==> src/rtl/halut_pkg.sv <==
// halut_pkg: shared types and helpers for the streaming HALUT encoder.
// Holds the encoder FSM state type, default/limit sizes and the heap
// offset helper used to address decision-tree thresholds.
package halut_pkg;

    typedef enum logic [1:0] {IDLE, WALK, DONE} enc_state_e;

    localparam int unsigned HalutDefaultK = 16;
    localparam int unsigned HalutMaxK = 256;
    localparam int unsigned HalutMaxTreeDepth = $clog2(HalutMaxK);

    // Heap layout: level l starts at index 2^l - 1, node counts within the level.
    function automatic int unsigned halut_node_offset(int unsigned level, int unsigned node);
        return (32'd1 << level) - 32'd1 + node;
    endfunction

endpackage

==> src/rtl/halut_encoder_stream_if.sv <==
// halut_encoder_stream_if: input/output stream and threshold write bus of the encoder.
// master: feeder/consumer side; slave: encoder side.
//   enc_en            encoder enable (low = synchronous clear)
//   in_valid/in_ready input vector handshake, a_input = per-level features
//   waddr/wdata/we    threshold write port
//   out_valid/out_ready result handshake, c_addr/k_addr = result
interface halut_encoder_stream_if #(
    parameter int DataTypeWidth      = 16,
    parameter int TreeDepth          = 4,
    parameter int CAddrWidth         = 5,
    parameter int ThreshMemAddrWidth = 7
);
    logic                                    enc_en;
    logic                                    in_valid;
    logic                                    in_ready;
    logic [TreeDepth-1:0][DataTypeWidth-1:0] a_input;
    logic [ThreshMemAddrWidth-1:0]           waddr;
    logic [DataTypeWidth-1:0]                wdata;
    logic                                    we;
    logic                                    out_valid;
    logic                                    out_ready;
    logic [CAddrWidth-1:0]                   c_addr;
    logic [TreeDepth-1:0]                    k_addr;

    modport master (
        output enc_en, in_valid, a_input, waddr, wdata, we, out_ready,
        input  in_ready, out_valid, c_addr, k_addr
    );

    modport slave (
        input  enc_en, in_valid, a_input, waddr, wdata, we, out_ready,
        output in_ready, out_valid, c_addr, k_addr
    );

endinterface

==> src/rtl/fp_16_comparision.sv <==
// fp_16_comparision: IEEE fp16 greater-than, op_a_i > op_b_i -> gt_o.
// Any NaN operand yields 0; +0 and -0 compare equal (so yield 0).
module fp_16_comparision (
    input  logic [15:0] op_a_i,
    input  logic [15:0] op_b_i,
    output logic        gt_o
);

    logic a_nan, b_nan, both_zero;

    assign a_nan     = (&op_a_i[14:10]) && (|op_a_i[9:0]);
    assign b_nan     = (&op_b_i[14:10]) && (|op_b_i[9:0]);
    assign both_zero = ~(|op_a_i[14:0]) && ~(|op_b_i[14:0]);

    // Sign-magnitude: differing signs decide directly, equal signs compare
    // magnitudes, reversed for negative numbers.
    always_comb begin
        gt_o = (a_nan || b_nan || both_zero) ? 1'b0 :
               (op_a_i[15] != op_b_i[15])    ? op_b_i[15] :
               op_a_i[15]                    ? (op_a_i[14:0] < op_b_i[14:0]) :
                                               (op_a_i[14:0] > op_b_i[14:0]);
    end

endmodule

==> src/rtl/halut_threshold_compare.sv <==
// halut_threshold_compare: a_i > b_i as fp16 (CompareFp16=1) or signed integer.
//   a_i feature, b_i threshold, gt_o decision bit.
module halut_threshold_compare #(
    parameter int DataTypeWidth = 16,
    parameter bit CompareFp16   = 1'b1
) (
    input  logic [DataTypeWidth-1:0] a_i,
    input  logic [DataTypeWidth-1:0] b_i,
    output logic                     gt_o
);

    if (CompareFp16) begin : g_fp
        fp_16_comparision u_fp (
            .op_a_i (a_i),
            .op_b_i (b_i),
            .gt_o   (gt_o)
        );
    end else begin : g_int
        assign gt_o = $signed(a_i) > $signed(b_i);
    end

endmodule

==> src/rtl/scm.sv <==
// scm: register-file memory, synchronous write, asynchronous read.
//   clk_i clock; we_i/waddr_i/wdata_i write port; raddr_i/rdata_o read port.
// A read of the address being written returns the old word.
module scm #(
    parameter int WordWidth = 16,
    parameter int NumWords  = 64,
    parameter int AddrWidth = 6
) (
    input  logic                 clk_i,
    input  logic                 we_i,
    input  logic [AddrWidth-1:0] waddr_i,
    input  logic [WordWidth-1:0] wdata_i,
    input  logic [AddrWidth-1:0] raddr_i,
    output logic [WordWidth-1:0] rdata_o
);

    logic [WordWidth-1:0] mem_q [NumWords];

    always_ff @(posedge clk_i) begin
        if (we_i) mem_q[waddr_i] <= wdata_i;
    end

    assign rdata_o = mem_q[raddr_i];

endmodule

==> src/rtl/halut_encoder_stream.sv <==
// halut_encoder_stream: streaming HALUT encoder walking a K-leaf decision tree.
//   clk_i   clock
//   rst_ni  asynchronous active-low reset
//   bus     slave side of halut_encoder_stream_if (input vector stream,
//           threshold write port, result stream of {c_addr, k_addr})
// One tree level is resolved per cycle; this instance serves codebooks
// EncUnitNumber + n*EncUnits and cycles through them one vector at a time.
module halut_encoder_stream import halut_pkg::*; #(
    parameter int K             = 16,
    parameter int C             = 32,
    parameter int EncUnits      = 4,
    parameter int EncUnitNumber = 0,
    parameter int DataTypeWidth = 16,
    parameter bit CompareFp16   = 1'b1
) (
    input  logic                  clk_i,
    input  logic                  rst_ni,
    halut_encoder_stream_if.slave bus
);

    localparam int TreeDepth          = $clog2(K);
    localparam int CPerEncUnit        = C / EncUnits;
    localparam int CAddrWidth         = $clog2(C);
    localparam int ThreshMemAddrWidth = $clog2(CPerEncUnit * K);
    localparam int LevelWidth         = $clog2(TreeDepth);
    localparam int CLocalWidth        = (CPerEncUnit > 1) ? $clog2(CPerEncUnit) : 1;

    enc_state_e                              state_q, state_d;
    logic [LevelWidth-1:0]                   level_q, level_d;
    logic [TreeDepth-1:0]                    node_q, node_d;
    logic [CLocalWidth-1:0]                  c_local_q, c_local_d;
    logic [TreeDepth-1:0][DataTypeWidth-1:0] a_q, a_d;
    logic                                    out_valid_q, out_valid_d;
    logic [CAddrWidth-1:0]                   c_addr_q, c_addr_d;
    logic [TreeDepth-1:0]                    k_addr_q, k_addr_d;

    logic                          in_ready;
    logic                          last_level;
    logic                          bit_gt;
    logic [TreeDepth-1:0]          node_offset;
    logic [ThreshMemAddrWidth-1:0] raddr;
    logic [DataTypeWidth-1:0]      thresh;

    assign in_ready   = bus.enc_en && (state_q == IDLE) && !out_valid_q;
    assign last_level = level_q == LevelWidth'(TreeDepth - 1);
    // Offset never exceeds K-2, so TreeDepth bits are enough.
    assign node_offset = TreeDepth'(halut_node_offset(32'(level_q), 32'(node_q)));
    assign raddr = ThreshMemAddrWidth'(c_local_q) * ThreshMemAddrWidth'(K)
                 + ThreshMemAddrWidth'(node_offset);

    scm #(
        .WordWidth (DataTypeWidth),
        .NumWords  (CPerEncUnit * K),
        .AddrWidth (ThreshMemAddrWidth)
    ) u_thresh_mem (
        .clk_i   (clk_i),
        .we_i    (bus.we),
        .waddr_i (bus.waddr),
        .wdata_i (bus.wdata),
        .raddr_i (raddr),
        .rdata_o (thresh)
    );

    halut_threshold_compare #(
        .DataTypeWidth (DataTypeWidth),
        .CompareFp16   (CompareFp16)
    ) u_cmp (
        .a_i  (a_q[level_q]),
        .b_i  (thresh),
        .gt_o (bit_gt)
    );

    always_ff @(posedge clk_i or negedge rst_ni) begin
        if (!rst_ni) begin
            state_q     <= IDLE;
            level_q     <= '0;
            node_q      <= '0;
            c_local_q   <= '0;
            a_q         <= '0;
            out_valid_q <= 1'b0;
            c_addr_q    <= CAddrWidth'(EncUnitNumber);
            k_addr_q    <= '0;
        end else begin
            state_q     <= state_d;
            level_q     <= level_d;
            node_q      <= node_d;
            c_local_q   <= c_local_d;
            a_q         <= a_d;
            out_valid_q <= out_valid_d;
            c_addr_q    <= c_addr_d;
            k_addr_q    <= k_addr_d;
        end
    end

    always_comb begin
        state_d     = state_q;
        level_d     = level_q;
        node_d      = node_q;
        c_local_d   = c_local_q;
        a_d         = a_q;
        out_valid_d = out_valid_q;
        c_addr_d    = c_addr_q;
        k_addr_d    = k_addr_q;
        if (!bus.enc_en) begin
            // Disable drops any in-flight vector and restarts the codebook rotation.
            state_d     = IDLE;
            level_d     = '0;
            node_d      = '0;
            c_local_d   = '0;
            out_valid_d = 1'b0;
        end else begin
            case (state_q)
                IDLE: begin
                    if (bus.in_valid && in_ready) begin
                        a_d     = bus.a_input;
                        level_d = '0;
                        node_d  = '0;
                        state_d = WALK;
                    end
                end
                WALK: begin
                    node_d = {node_q[TreeDepth-2:0], bit_gt};
                    if (last_level) begin
                        k_addr_d    = node_d;
                        c_addr_d    = CAddrWidth'(EncUnitNumber)
                                    + CAddrWidth'(c_local_q) * CAddrWidth'(EncUnits);
                        out_valid_d = 1'b1;
                        c_local_d   = (c_local_q == CLocalWidth'(CPerEncUnit - 1)) ? '0 : c_local_q + 1'b1;
                        state_d     = DONE;
                    end else begin
                        level_d = level_q + 1'b1;
                    end
                end
                DONE: begin
                    if (bus.out_ready) begin
                        out_valid_d = 1'b0;
                        state_d     = IDLE;
                    end
                end
                default: state_d = IDLE;
            endcase
        end
    end

    assign bus.in_ready  = in_ready;
    assign bus.out_valid = out_valid_q;
    assign bus.c_addr    = c_addr_q;
    assign bus.k_addr    = k_addr_q;

endmodule

==> src/flat_wrapper.sv <==
// flat-port wrapper written by rule: the top's interface ports become plain ports
module halut_encoder_stream_flat import halut_pkg::*;
#(
    parameter int K             = 16,
    parameter int C             = 32,
    parameter int EncUnits      = 4,
    parameter int EncUnitNumber = 0,
    parameter int DataTypeWidth = 16,
    parameter bit CompareFp16   = 1'b1
)
  (clk_i, rst_ni, bus_enc_en, bus_in_valid, bus_a_input, bus_waddr, bus_wdata, bus_we, bus_out_ready, bus_in_ready, bus_out_valid, bus_c_addr, bus_k_addr);
  halut_encoder_stream_if #(.DataTypeWidth(DataTypeWidth), .TreeDepth(4), .CAddrWidth(5), .ThreshMemAddrWidth(7)) bus_i ();
  input  logic clk_i;
  input  logic rst_ni;
  input wire logic [$bits(bus_i.enc_en)-1:0] bus_enc_en;
  input wire logic [$bits(bus_i.in_valid)-1:0] bus_in_valid;
  input wire logic [$bits(bus_i.a_input)-1:0] bus_a_input;
  input wire logic [$bits(bus_i.waddr)-1:0] bus_waddr;
  input wire logic [$bits(bus_i.wdata)-1:0] bus_wdata;
  input wire logic [$bits(bus_i.we)-1:0] bus_we;
  input wire logic [$bits(bus_i.out_ready)-1:0] bus_out_ready;
  output wire logic [$bits(bus_i.in_ready)-1:0] bus_in_ready;
  output wire logic [$bits(bus_i.out_valid)-1:0] bus_out_valid;
  output wire logic [$bits(bus_i.c_addr)-1:0] bus_c_addr;
  output wire logic [$bits(bus_i.k_addr)-1:0] bus_k_addr;
  assign bus_i.enc_en = bus_enc_en;
  assign bus_i.in_valid = bus_in_valid;
  assign bus_i.a_input = bus_a_input;
  assign bus_i.waddr = bus_waddr;
  assign bus_i.wdata = bus_wdata;
  assign bus_i.we = bus_we;
  assign bus_i.out_ready = bus_out_ready;
  assign bus_in_ready = bus_i.in_ready;
  assign bus_out_valid = bus_i.out_valid;
  assign bus_c_addr = bus_i.c_addr;
  assign bus_k_addr = bus_i.k_addr;
  halut_encoder_stream #(.K(K), .C(C), .EncUnits(EncUnits), .EncUnitNumber(EncUnitNumber), .DataTypeWidth(DataTypeWidth), .CompareFp16(CompareFp16)) u_core (.clk_i(clk_i), .rst_ni(rst_ni), .bus(bus_i));
endmodule
==> config.mk <==
export PLATFORM = sky130hd
export DESIGN_NAME = halut_encoder_stream_flat
export DESIGN_NICKNAME = d
export VERILOG_FILES = /design/src/rtl/halut_pkg.sv /design/src/rtl/halut_encoder_stream_if.sv /design/src/rtl/fp_16_comparision.sv /design/src/rtl/halut_threshold_compare.sv /design/src/rtl/scm.sv /design/src/rtl/halut_encoder_stream.sv /design/src/flat_wrapper.sv
export SDC_FILE = /design/constraint.sdc
export NUM_CORES = 2
export LEC_CHECK = 0
export CAP_MARGIN = 20
export CORE_ASPECT_RATIO = 0.9
export CORE_UTILIZATION = 33
export DETAILED_ROUTE_END_ITERATION = 12
export MAX_ROUTING_LAYER = met4
export PLACE_DENSITY_LB_ADDON = 0.05
export SETUP_SLACK_MARGIN = 0.02
export SYNTH_ARGS = -nofsm -noshare
export SYNTH_HDL_FRONTEND = slang
export SYNTH_SLANG_ARGS = --single-unit
==> constraint.sdc <==
create_clock -name clk_i -period 20.6 [get_ports clk_i]
set_input_delay 4.12 -clock clk_i [delete_from_list [all_inputs] [get_ports clk_i]]
set_output_delay 4.12 -clock clk_i [all_outputs]
set_load 0.005 [all_outputs]
==> impl_metrics.csv <==
group,metric,value,unit
clock_tree,cts_sinks,2131,
hold_path,holdPathStages,2,
placed_design,port-buffer-count,101,
drt,drt_wl_total,260,mm
worst_setup_path,cp-startpoint,"bus_enc_en",
status,outcome,"finished clean",
worst_setup_path,start_kind,"input port",
global_routing,grt.total_usage,0.209,
yosys,yosysUniqueCellTypes,70,
clock_tree,path_clk_slew,0.06,ns
yosys,ys_ff_latch,2131,
run,cap_violations,0,
pwr,finalPower,12.5,mW
global_routing,antenna_found_initial,26,
placed_design,post-place-ws,10.47,ns
worst_setup_path,crit_path_end_kind,"output port",
yosys,synthFlopType,"edfxtp_1",
global_routing,grtUsageMet2,0.318,
global_routing,grt_pass1_wl,357,mm
placed_design,post_dp_cell_area,0.0892,sq mm
drt,ant_nets,0,
global_routing,use_met1,0.302,
pwr,intPower,8.60,mW
pwr,seqPwrFrac,0.385,
yosys,ys_seq_area_frac,0.763,
pwr,p_sw_frac,0.312,
clock_tree,cts_max_path_buffers,4,
drt,vias,40224,
pwr,powerDensity,130,mW/mm^2
worst_setup_path,cp.arrival,5.98,ns
drt,drt_first_pass_iters,7,
timing,finalSetupViolations,0,
clock_tree,cts_root_buffer,"clkbuf_16",
yosys,synth_edf_count,2048,
pwr,p_sw,3.90,mW
global_routing,grt_pass1_vias,40775,
yosys,syn_area,0.0833,sq mm
drt,drt-initial-drc-count,4122,
clock_tree,cts_resized,0,
layout,finish.instance_area,0.0964,sq mm
worst_setup_path,ff2ff_path_depth,24,
layout,fin_nets,4191,
timing,timing.fmax,99.0,MHz
die,num_rows,174,
drt,drc,0,
die,fp.dieArea,0.254,sq mm
die,dieHeight,479,um
global_routing,grt_max_degree,89,
die,ios,104,
drt,wl_per_cell,34.1,um
worst_setup_path,worstReg2RegStart,"u_core.level_q[0]",
layout,n_fill_cell,22619,
timing,final_hold_viol_count,0,
placed_design,hpwlAfterDp,154,mm
clock_tree,numCtsBuffers,234,
die,chipWidth,532,um
layout,seq_area,0.0636,sq mm
timing,fin_skew,0.0408,ns
clock_tree,clk_latency,0.90,ns
pwr,pwr-share-clk,0.321,
timing,finalCritPeriodShare,0.490,
timing,finalSetupTns,0,ns
clock_tree,cts_tree,"done",
clock_tree,hold_buffers,0,
worst_setup_path,ff2ff_setup_slack,12.00,ns
die,initial_core_util,0.333,
worst_setup_path,crit_required,16.48,ns
worst_setup_path,worstPathMaxFanout,15,
global_routing,grtUsageMet3,0.0267,
drt,viasPerCell,5.28,
timing,slew_violations,0,
timing,setup_ws,10.50,ns
pwr,comb_power_share,0.294,
worst_setup_path,cp-endpoint,"bus_in_ready",
die,core_area,0.250,sq mm
yosys,avgSynthCellArea,22.1,sq um
timing,rsz0062_at_grt,"false",
layout,multiInputGateArea,0.0191,sq mm
yosys,ys.warnings.count,0,
timing,relSlewSlack,0.164,
worst_setup_path,crit_type,"in2out",
global_routing,busiest_layer,"met2",
clock_tree,htreeDepth,4,
global_routing,grt_overflow_total,0,
hold_path,worst_hold_path_type,"reg2reg",
timing,worst_pin_slew,1.22,ns
yosys,synth_cells,3771,
layout,drive_gt1_frac,0.297,
pwr,leakage,30.2,nW
placed_design,gp_congestion,0.822,
yosys,async_reset_ff_frac,0.0389,
pwr,ir_drop,0.0000898,V
worst_setup_path,r2r_end,"u_core.bus.k_addr[0]",
layout,area_delta_synth_final,15.7,%
timing,period_needed,10.10,ns
timing,whs,0.485,ns
clock_tree,cts_setup_buffers,0,
-- synthesized netlist by cell type, types with 3 or more instances --
library cell,count,area [sq um]
nand4b_1,3,26.3
or4_1,5,37.5
nor2_1,149,559
ha_1,25,313
nor2b_1,22,138
clkbuf_1,53,199
a211oi_1,14,105
a21oi_1,24,120
edfxtp_1,2048,61500
a21o_1,6,45.0
nand2b_1,9,56.3
and3_1,7,43.8
a31oi_1,16,100
dfrtp_1,83,2080
o21ai_0,21,105
a311oi_1,3,26.3
o221ai_1,4,35.0
o32ai_1,3,26.3
o22ai_1,27,169
o211ai_1,5,37.5
buf_6,26,293
nand4_1,12,75.1
buf_1,15,56.3
a32oi_1,13,114
a22oi_1,8,60.1
mux2_2,68,766
buf_4,37,278
buf_2,74,370
or2_2,5,31.3
nor3_1,28,140
nand3_1,40,200
or3_1,4,25.0
nand2_1,159,597
mux4_2,571,12900
nor4_1,4,25.0
a21boi_0,4,30.0
a22o_1,3,26.3
mux2i_1,109,1090
inv_1,18,67.6
a2111oi_0,4,35.0
o31ai_1,4,30.0
-- worst min-delay path by stage --
stage	from	end	slack, ns
2_1_floorplan	u_core.bus.c_addr[3]	u_core.bus.c_addr[3]	0.47
3_3_place_gp	u_core.bus.c_addr[3]	u_core.bus.c_addr[3]	0.47
3_5_place_dp	u_core.bus.c_addr[4]	u_core.bus.c_addr[4]	0.48
4_1_cts	u_core.bus.c_addr[4]	u_core.bus.c_addr[4]	0.49
5_1_grt	u_core.a_q[34]	u_core.a_q[34]	0.51
6_report	u_core.bus.c_addr[4]	u_core.bus.c_addr[4]	0.48
-- cells by family (layout without fill, tap and decap cells) --
family	Yosys count	after routing	share of synthesized area
other	1	17	0.0000450
AOI/OAI and AO/OA	178	178	0.0149
and+or+nand+nor	458	458	0.0246
DFF	2131	2131	0.763
buffers and inverters	224	714	0.0152
xor gates and xnor gates	4	4	0.00119
adders and majority gates	26	26	0.00400
muxes	749	749	0.177
-- power by group through the flow --
stage	Sequential [mW]	Clock [mW]	Combinational, mW
final	4.82	4.01	3.67
after global routing	4.82	4.27	3.88
after CTS	4.82	4.12	3.76
after detailed placement	4.91	0	3.75
after global placement	4.91	0	3.77
after floorplan	4.90	0	2.38
-- area by class of cell --
cell class                 instances  share of cell area
sequential                      2131               0.659
inverter                          19            0.000740
clock inverter                   132              0.0112
tap                             3344              0.0434
antenna                           15            0.000389
multi-input combinational       1417               0.198
timing repair buffer             269              0.0237
clock buffer                     294              0.0631
-- per-layer routing --
layer	share of wire	up-vias	wire length [um]
li1	-	16500	-
met4	0.021	0	5460
met2	0.47	1045	121000
met3	0.045	293	11800
met5	0	-	0
met1	0.47	22386	122000
-- critical path, stage by stage --
cell,delay (ns)
clkdlybuf4s50_1,0.77
nor4b_1,0.49
clkdlybuf4s50_1,0.60
-- cell usage in the layout (no fill, tap or decap), types with 5 or more instances in the layout --
cell and n:
clkinv_1 73, mux2i_1 109, mux4_2 571, a22oi_1 8, buf_12 5, clkbuf_16 234, nand4_1 12, diode_2 15
nand2_1 157, a21o_1 6, nand3_1 40, a211oi_1 14, ha_1 23, a32oi_1 13, nor2_2 69, nor3_1 19
dfrtp_1 82, mux2_2 68, clkinv_2 31, o21ai_0 21, and3_1 7, clkdlybuf4s50_1 84, nand2b_1 9, or2_2 5
o22ai_1 27, a21oi_1 24, nor2_1 34, edfxtp_1 2048, o211ai_1 5, a31oi_1 16, bufinv_16 17, clkbuf_1 60
buf_4 178, nor3_2 9, inv_1 18, or4_1 5, nor2b_1 21, nor2_4 46
-- per-stage QoR --
stage                      util  std cells
after global placement    0.356       7177
after global routing      0.385       7614
after detailed placement  0.356       7179
final                     0.385       7621
after floorplan               -       3772
after CTS                 0.385       7605
-- state kept, by name, indices dropped and copies added, names as in the netlist --
| name | flops |
|---|---|
| u_core.level_q | 2 |
| u_core.node_q | 4 |
| u_core.c_local_q | 3 |
| u_core.u_thresh_mem.mem_q | 2048 |
| u_core.state_q | 2 |
| u_core.bus.k_addr | 4 |
| u_core.bus.out_valid | 1 |
| u_core.bus.c_addr | 3 |
| u_core.a_q | 64 |
No activity file was read; power rests on OpenSTA's default activity.
